<file path="config.mk">
export PLATFORM = sky130hd
export DESIGN_NAME = mist1032isa_arbiter_matching_queue_mc
export DESIGN_NICKNAME = d
export VERILOG_FILES = /design/src/rtl/mist1032isa_matching_queue_pkg.sv /design/src/rtl/mist1032isa_onehot_decoder.sv /design/src/rtl/mist1032isa_arbiter_matching_queue_mc.sv
export SDC_FILE = /design/constraint.sdc
export NUM_CORES = 1
export LEC_CHECK = 0
export CAP_MARGIN = 5
export CORE_ASPECT_RATIO = 1.1
export CORE_MARGIN = 1.5
export CORE_UTILIZATION = 55
export DETAILED_ROUTE_END_ITERATION = 8
export DONT_BUFFER_PORTS = 1
export GPL_ROUTABILITY_DRIVEN = 0
export PLACE_DENSITY = 0.77
export RECOVER_POWER = 100
export SLEW_MARGIN = 0
export SYNTH_ARGS = -nofsm -noshare
export SYNTH_HDL_FRONTEND = slang
export SYNTH_SLANG_ARGS = --single-unit
</file>
<file path="constraint.sdc">
create_clock -name iCLOCK -period 2.5 [get_ports iCLOCK]
set_input_delay 0.125 -clock iCLOCK [delete_from_list [all_inputs] [get_ports iCLOCK]]
set_output_delay 0.125 -clock iCLOCK [all_outputs]
set_load 0.1 [all_outputs]
</file>
<file path="src/rtl/mist1032isa_matching_queue_pkg.sv">
// Shared constants and elaboration-time helpers for the ordered matching queues.
// Imported by the queue top and the one-hot decoder.
package mist1032isa_matching_queue_pkg;

   // Reset value for each bit of the per-entry flag field.
   localparam logic FLAG_RST_BIT = 1'b0;

   function automatic int clog2w(input int v);
      int r;
      for (r = 0; (1 << r) < v; r++) begin
      end
      return r;
   endfunction

   function automatic bit params_legal(input int d, input int dn, input int fn,
                                       input int ch, input int chn, input int af);
      return (d == (1 << dn)) && (clog2w(d) == dn) && (fn >= 1) &&
             (ch >= 1) && (ch <= (1 << chn)) && (af >= 1) && (af <= d);
   endfunction

endpackage

</file>
<file path="src/rtl/mist1032isa_onehot_decoder.sv">
// Channel ID to one-hot select with a valid gate; IDs at or beyond CH decode to zero.
// Shared with the arbiter response routers.
module mist1032isa_onehot_decoder
   import mist1032isa_matching_queue_pkg::*;
#(
   parameter int CHN = 2,
   parameter int CH  = 4
)(
   input  logic           iVALID,
   input  logic [CHN-1:0] iID,
   output logic [CH-1:0]  oONEHOT
);

   always_comb begin
      oONEHOT = '0;
      for (int i = 0; i < CH; i++) begin
         if (iVALID && (iID == CHN'(i))) begin
            oONEHOT[i] = 1'b1;
         end
      end
   end

endmodule

</file>
<file path="src/rtl/mist1032isa_arbiter_matching_queue_mc.sv">
// Multi-channel ordered matching queue: records the issuing channel and a flag per granted
// request, and presents the oldest entry with a one-hot route select for the response path.
module mist1032isa_arbiter_matching_queue_mc
   import mist1032isa_matching_queue_pkg::*;
#(
   parameter int D   = 8,
   parameter int DN  = 3,
   parameter int FN  = 1,
   parameter int CH  = 4,
   parameter int CHN = 2,
   parameter int AF  = 6
)(
   input  logic           iCLOCK,
   input  logic           iRESET,
   input  logic           iFLASH,
   input  logic           iWR_REQ,
   input  logic [CHN-1:0] iWR_CH,
   input  logic [FN-1:0]  iWR_FLAG,
   output logic           oWR_FULL,
   output logic           oWR_ALMOST_FULL,
   input  logic           iRD_REQ,
   output logic           oRD_VALID,
   output logic [CHN-1:0] oRD_CH,
   output logic [CH-1:0]  oRD_CH_ONEHOT,
   output logic [FN-1:0]  oRD_FLAG,
   output logic           oRD_EMPTY,
   output logic [DN:0]    oCOUNT,
   output logic           oERR_OVERFLOW,
   output logic           oERR_UNDERFLOW
);

   if (!params_legal(D, DN, FN, CH, CHN, AF)) begin : g_bad_params
      $fatal(1, "mist1032isa_arbiter_matching_queue_mc: illegal parameter set");
   end

   logic [DN:0]         wr_ptr_q, wr_ptr_d;
   logic [DN:0]         rd_ptr_q, rd_ptr_d;
   logic [DN:0]         count_q, count_d;
   logic                err_ovf_q, err_ovf_d;
   logic                err_udf_q, err_udf_d;
   logic [CHN+FN-1:0]   mem_q [D];
   logic [CHN+FN-1:0]   head;
   logic                empty, full;
   logic                rd_acc, wr_acc;

   // Status flags come from the registered count only, never from this cycle's requests.
   assign empty = (count_q == '0);
   assign full  = (count_q == (DN+1)'(D));

   always_comb begin
      rd_acc    = iRD_REQ && !empty && !iFLASH;
      wr_acc    = iWR_REQ && !iFLASH && (!full || rd_acc);
      wr_ptr_d  = wr_ptr_q;
      rd_ptr_d  = rd_ptr_q;
      count_d   = count_q;
      err_ovf_d = err_ovf_q || (iWR_REQ && !wr_acc);
      err_udf_d = err_udf_q || (iRD_REQ && empty);
      if (iFLASH) begin
         wr_ptr_d  = '0;
         rd_ptr_d  = '0;
         count_d   = '0;
         err_ovf_d = 1'b0;
         err_udf_d = 1'b0;
      end else begin
         if (wr_acc) wr_ptr_d = wr_ptr_q + (DN+1)'(1);
         if (rd_acc) rd_ptr_d = rd_ptr_q + (DN+1)'(1);
         if (wr_acc && !rd_acc) count_d = count_q + (DN+1)'(1);
         if (rd_acc && !wr_acc) count_d = count_q - (DN+1)'(1);
      end
   end

   always_ff @(posedge iCLOCK or posedge iRESET) begin
      if (iRESET) begin
         wr_ptr_q  <= '0;
         rd_ptr_q  <= '0;
         count_q   <= '0;
         err_ovf_q <= 1'b0;
         err_udf_q <= 1'b0;
      end else begin
         wr_ptr_q  <= wr_ptr_d;
         rd_ptr_q  <= rd_ptr_d;
         count_q   <= count_d;
         err_ovf_q <= err_ovf_d;
         err_udf_q <= err_udf_d;
      end
   end

   // Storage is unreset; the head is masked whenever the queue is empty.
   always_ff @(posedge iCLOCK) begin
      if (wr_acc) begin
         mem_q[wr_ptr_q[DN-1:0]] <= {iWR_CH, iWR_FLAG};
      end
   end

   assign head            = mem_q[rd_ptr_q[DN-1:0]];
   assign oRD_VALID       = !empty && !iFLASH;
   assign oRD_CH          = empty ? '0 : head[CHN+FN-1:FN];
   assign oRD_FLAG        = empty ? {FN{FLAG_RST_BIT}} : head[FN-1:0];
   assign oRD_EMPTY       = empty;
   assign oWR_FULL        = full;
   assign oWR_ALMOST_FULL = (count_q >= (DN+1)'(AF));
   assign oCOUNT          = count_q;
   assign oERR_OVERFLOW   = err_ovf_q;
   assign oERR_UNDERFLOW  = err_udf_q;

   mist1032isa_onehot_decoder #(
      .CHN (CHN),
      .CH  (CH)
   ) u_route_dec (
      .iVALID  (oRD_VALID),
      .iID     (oRD_CH),
      .oONEHOT (oRD_CH_ONEHOT)
   );

endmodule

</file>
# After elaboration in Yosys (flattened, before gate mapping)

Memory sizes are Yosys's and may differ from the RTL's.
Cells that the tools add are included.

Bits in registers: 14
Memory bits (writable): 24
Input bits: 8
Logic and storage cells: 58
Memories kept: 1

Memory list:

| name  | depth | bits a word | rd ports | clocked after memory_dff | write ports | line                                        | RTL |
|---|---|---|---|---|---|---|---|
| mem_q | 8     | 3           | 1        | 0                        | 1           | mist1032isa_arbiter_matching_queue_mc.sv:41 | `logic [CHN+FN-1:0] mem_q [D];` |

Add/sub/neg operators: 4
Magnitude comparators: 1
Eq/ne operators: 4
Multiplexer cells: 17
Reduce and logical (&&, ||, !) cells: 26

Operators with widths:

| kind                                                | number |
|---|---|
| 2-to-1 mux 4 bit                                    | 7 |
| logical AND 1 bit                                   | 13 |
| adder 4 x 1 -> 4 bit, second input constant         | 3 |
| 2-to-1 mux 1 bit                                    | 9 |
| logical NOT 1 bit                                   | 5 |
| equality test 2 bit, second input constant          | 2 |
| equality test 4 bit, second input constant          | 1 |
| >= comparator 4 x 3 -> 1 bit, second input constant | 1 |
| logical NOT 4 bit                                   | 1 |
| nonzero test 2 bit                                  | 2 |
| subtractor 4 x 1 -> 4 bit, second input constant    | 1 |
| logical OR 1 bit                                    | 3 |
| nonzero test 3 bit                                  | 1 |
| equality test 2 x 1 -> 1 bit, second input constant | 1 |
| logical NOT 2 bit                                   | 1 |
| 2-to-1 mux 2 bit                                    | 1 |

# Logic depth before layout (Yosys ltp)

Depth after elaboration: 10
Gate-level depth with buffers: 8
Gate-level depth less buffers: 7

# By module

A second synthesis with hierarchy kept.

Cell total of the unflattened synthesis: 150
Area total of the unflattened synthesis: 1914.3 sq um

Modules (own cells, without submodules):

| module                                | instances | cells an instance | area each (sq um) | seq. area each (sq um) |
|---|---|---|---|---|
| mist1032isa_arbiter_matching_queue_mc | 1         | 146               | 1876.8            | 1021.0 |
| mist1032isa_onehot_decoder            | 1         | 4                 | 37.5              | 0.0 |

# Worst setup path after synthesis

OpenSTA, ideal clock, no wires.

Path type: register -> output
Start point: register count_q[1], in the netlist oCOUNT[1]
End point: output port oRD_CH_ONEHOT[1]
Arrival time: 4.924 ns
Data required time: 2.375 ns
Setup slack: -2.549 ns
Cell stages (with the launch flop): 6
Path buffers: 1
Cells stage by stage: dfrtp_1 -> buf_6 -> nor4_2 -> nor2_1 -> nand2b_1 -> nor2_1

Longest elaborated chain between the ends: 5

Ends and longest elaborated chain:

| item                   | line                                        | RTL |
|---|---|---|
| start, declared        | mist1032isa_arbiter_matching_queue_mc.sv:38 | `logic [DN:0] count_q, count_d;` |
| start signal, assigned | mist1032isa_arbiter_matching_queue_mc.sv:82 | `count_q <= count_d;` |
| logical NOT 4 bit      | mist1032isa_arbiter_matching_queue_mc.sv:47 | `assign empty = (count_q == '0);` |
| net oRD_EMPTY          | mist1032isa_arbiter_matching_queue_mc.sv:26 | `output logic oRD_EMPTY,` |
| logical NOT 1 bit      | mist1032isa_arbiter_matching_queue_mc.sv:96 | `assign oRD_VALID = !empty && !iFLASH;` |
| logical AND 1 bit      | mist1032isa_arbiter_matching_queue_mc.sv:96 |  |
| net oRD_VALID          | mist1032isa_arbiter_matching_queue_mc.sv:22 | `output logic oRD_VALID,` |
| logical AND 1 bit      | mist1032isa_onehot_decoder.sv:17            | `if (iVALID && (iID == CHN'(i))) begin` |
| 2-to-1 mux 1 bit       | mist1032isa_onehot_decoder.sv:17            |  |
| end, declared          | mist1032isa_arbiter_matching_queue_mc.sv:24 | `output logic [CH-1:0] oRD_CH_ONEHOT,` |

The timed path passes the listed nets, and every way through them passes these cells.

# Final worst setup path

Start point: register count_q[0], in the netlist oCOUNT[0]
End point: output port oRD_CH_ONEHOT[0]

Longest elaborated chain between the ends: 5

Ends and longest elaborated chain:

| item              | line                                        | RTL |
|---|---|---|
| logical NOT 4 bit | mist1032isa_arbiter_matching_queue_mc.sv:47 |  |
| 2-to-1 mux 2 bit  | mist1032isa_arbiter_matching_queue_mc.sv:97 | `assign oRD_CH = empty ? '0 : head[CHN+FN-1:FN];` |
| net oRD_CH[1]     | mist1032isa_arbiter_matching_queue_mc.sv:23 | `output logic [CHN-1:0] oRD_CH,` |
| logical NOT 2 bit | mist1032isa_onehot_decoder.sv:17            |  |
| logical AND 1 bit | mist1032isa_onehot_decoder.sv:17            |  |
| 2-to-1 mux 1 bit  | mist1032isa_onehot_decoder.sv:17            |  |

The timed path passes the listed nets, and every way through them passes these cells.

==> run_results.csv <==
group,metric,value,unit
drt,ant_nets,0,
hold_path,hold_depth,3,
clock_tree,htreeDepth,2,
synthesis,syn_area_per_cell,13.0,um2
timing,drv_slew,0,
drt,dr_total_vias,1197,
timing,fin_crit,2.34,ns
final_layout,multi_input_area,704,um2
global_route,grt_util_met2,33.0,%
setup_path,slowest_delay,0.51,ns
global_route,grt-busiest-layer,"met2",
timing,fin_ws,0.155,ns
timing,setup_viol,0,
setup_path,crit_chain,"buf_4 -> nor4_4 -> a21o_2 -> inv_4 -> nor2_4 -> buf_6",
timing,skew,0.00475,ns
synthesis,yosysSeqAreaShare,58.0,%
clock_tree,ctsRootBufferMaster,"clkbuf_4",
placement,dpl.hpwl,2470,um
final_layout,diodes,0,
floorplan,core,3050,um2
synthesis,yosys_register_bits,36,
timing,rsz0062_at_grt,"false",
run,max_cap_viol_count,0,
setup_path,required,2.38,ns
setup_path,critical_path.max_fanout,7,
power,peakVddDrop,1.40,mV
clock_tree,cts_buffers,5,
power,power.leakage,0.807,nW
timing,maxSlewHeadroom,23.0,%
power,power.density,1300,nW/um2
timing,period_share,93.8,%
floorplan,die_h,62.4,um
global_route,antenna_found_initial,0,
power,p_total,0.00273,W
timing,fmaxAchievable,426,MHz
timing,worst_pin_slew,1.16,ns
run_status,status,"complete, no violations",
floorplan,rows,21,
clock_tree,cts_buffer_depth,2,
synthesis,syn_nets,147,
hold_path,hp-class,"input pin to register",
global_route,use_met3,7.50,%
setup_path,slowest_stage,"dfrtp_4",
floorplan,io_pins,25,
clock_tree,cts.clk_slew.worst_paths,0.10,ns
global_route,use_met1,29.8,%
global_route,grt_pass1_wl,5810,um
drt,remaining_drc_errors,0,
drt,viasPerCell,6.14,
global_route,grt_max_degree,13,
synthesis,synth.largest_area_cell,"edfxtp_1",
setup_path,startpoint_type,"register",
drt,drtPass1Iterations,6,
synthesis,synth_top_area_share,40.9,%
final_layout,fill_cells,229,
floorplan,fp.dieArea,3550,um2
setup_path,end_kind,"primary output",
synthesis,synthSimpleGateAreaFrac,12.9,%
setup_path,worstPathArrival,2.22,ns
setup_path,critPathKind,"register to primary output",
drt,avgRoutedWirePerCell,17.7,um
floorplan,die_w,57.0,um
clock_tree,cts_tree,"yes",
synthesis,syn_inst,135,
synthesis,synth_top_family_by_area,"simple AND/OR/NAND/NOR gates",
final_layout,fin_nets,172,
global_route,grt_pass1_vias,1210,
synthesis,synth_mux_area_share,10.2,%
synthesis,synth_xor_xnor_area_share,2.98,%
synthesis,ys_types,38,
global_route,grt_util_all_layers,21.8,%
final_layout,syn_to_final_growth,19.7,%
drt,wirelength,3460,um
placement,io_buffers,0,
floorplan,start_util,57.8,%
clock_tree,clock_latency,0.33,ns
setup_path,reg2reg_depth,4,
synthesis,yosys_warnings,0,
drt,drt_iter0_markers,51,
final_layout,layout-drive-gt1-share,27.3,%
synthesis,synth_area,1760,um2
synthesis,synth_fa_ha_area_share,2.84,%
synthesis,synth_compound_area_share,9.66,%
timing,report.final.hold_viol_count,0,
final_layout,seqCellArea,1030,um2
synthesis,ys_top_cells_by_area,"edfxtp_1 (41%), dfrtp_1 (17%), mux4_2 (7.7%)",
placement,post-place-ws,0.280,ns
global_route,grt.overflow.total,0,
clock_tree,clock_sinks,36,
Yosys cell counts (all sizes together):
master / count
edfxtp: 24
buf: 2
nor2: 23
o2111ai: 1
nand4b: 1
o41ai: 1
nand3: 1
o21ai: 2
mux4: 6
a32oi: 1
mux2: 1
a31o: 2
a21oi: 3
nor3: 3
and3: 2
nand2b: 4
mux2i: 3
o211ai: 1
ha: 4
o2bb2ai: 1
nor4: 1
or4b: 1
inv: 7
a31oi: 3
or3: 1
o41a: 1
nand2: 9
dfrtp: 12
clkbuf: 5
a22oi: 1
xor2: 4
xnor2: 2
a21o: 2
per-layer routing:
layer,vias to the layer above,part of all wire (%)
met5,-,0
met4,0,1.7
met3,8,6.9
met2,54,49
met1,583,42
li1,552,-
metrics by stage:
step / std cells / cell area (um2) / TNS [ns] / hold slack, ns / utilization, %
after global routing: 195 / 2110 / 0 / 0.00796 / 69.2
final: 195 / 2110 / 0 / 0.0306 / 69.2
after detailed placement: 178 / 2000 / 0 / 0.0558 / 65.7
after floorplan: 135 / 1820 / -5.28 / -0.0102 / -
after global placement: 178 / 2000 / 0 / 0.0621 / 65.7
after CTS: 193 / 2160 / 0 / 0.0176 / 70.8
critical path, delay by kind of cell, from the launching register on:
family / cells / cell delay, ns
flip-flops: 1 / 0.51
AND/OR/NAND/NOR: 2 / 0.47
AO/OA/AOI/OAI: 1 / 0.25
buffers and inverters: 3 / 0.67
power breakdown:
part	total, W	switching, W	internal (W)	leakage (nW)
Clock	0.000415	0.000180	0.000235	0.0459
Sequential	0.000814	0.000113	0.000701	0.372
Combinational	0.00150	0.00109	0.000413	0.390
what timing repair did:
action,CTS,global route
endpoints found under the hold margin,45,0
pin swaps,0,1
endpoints found under the setup margin,1,2
buffers inserted,0,2
gates resized for setup,1,0
hold buffers,7,0
sequential cells by signal (all words and copies together) (netlist names):
signal          count
oCOUNT              4
oERR_UNDERFLOW      1
wr_ptr_q            3
oERR_OVERFLOW       1
rd_ptr_q            3
mem_q              24
final timing paths:
path / from / to / slack (ns)
worst max-delay path: oCOUNT[0]$_DFFE_PP0P_ / oRD_CH_ONEHOT[0] / 0.16
worst min-delay path: iRD_REQ / rd_ptr_q[1]$_DFFE_PP0P_ / 0.03
worst max register to register: oCOUNT[1]$_DFFE_PP0P_ / mem_q[0][2]$_DFFE_PP_ / 0.18
worst min register to register: oERR_UNDERFLOW$_DFF_PP0_ / oERR_UNDERFLOW$_DFF_PP0_ / 0.53
max in group asynchronous: iRESET / oCOUNT[2]$_DFFE_PP0P_ / 1.90
min in group asynchronous: iRESET / oCOUNT[1]$_DFFE_PP0P_ / 0.24
placed cells by master, fill, tap and decap left out, types with 4 or more instances in the layout:
cell and n:
buf_4 6, clkbuf_1 5, clkbuf_4 6, dfrtp_1 8, dlygate4sd3_1 7, edfxtp_1 24, ha_1 4, inv_1 6
mux4_2 6, nand2_1 8, nand2b_1 4, nor2_1 16, nor2_4 4, xor2_1 4
cell type report:
cell class	count	area share, %
Clock inverter	2	1.60
Sequential cell	36	49.0
Multi-Input combinational cell	85	33.4
Clock buffer	6	2.43
Inverter	7	1.36
Tap cell	34	2.02
Timing Repair Buffer	25	10.2
logic make-up after synthesis:
family,after synthesis
simple gates,46
compound gates,19
flops,36
xor+xnor,6
mux,10
fa+ha+maj,4
buf+inv,14
(Power assumes the default switching activity.)
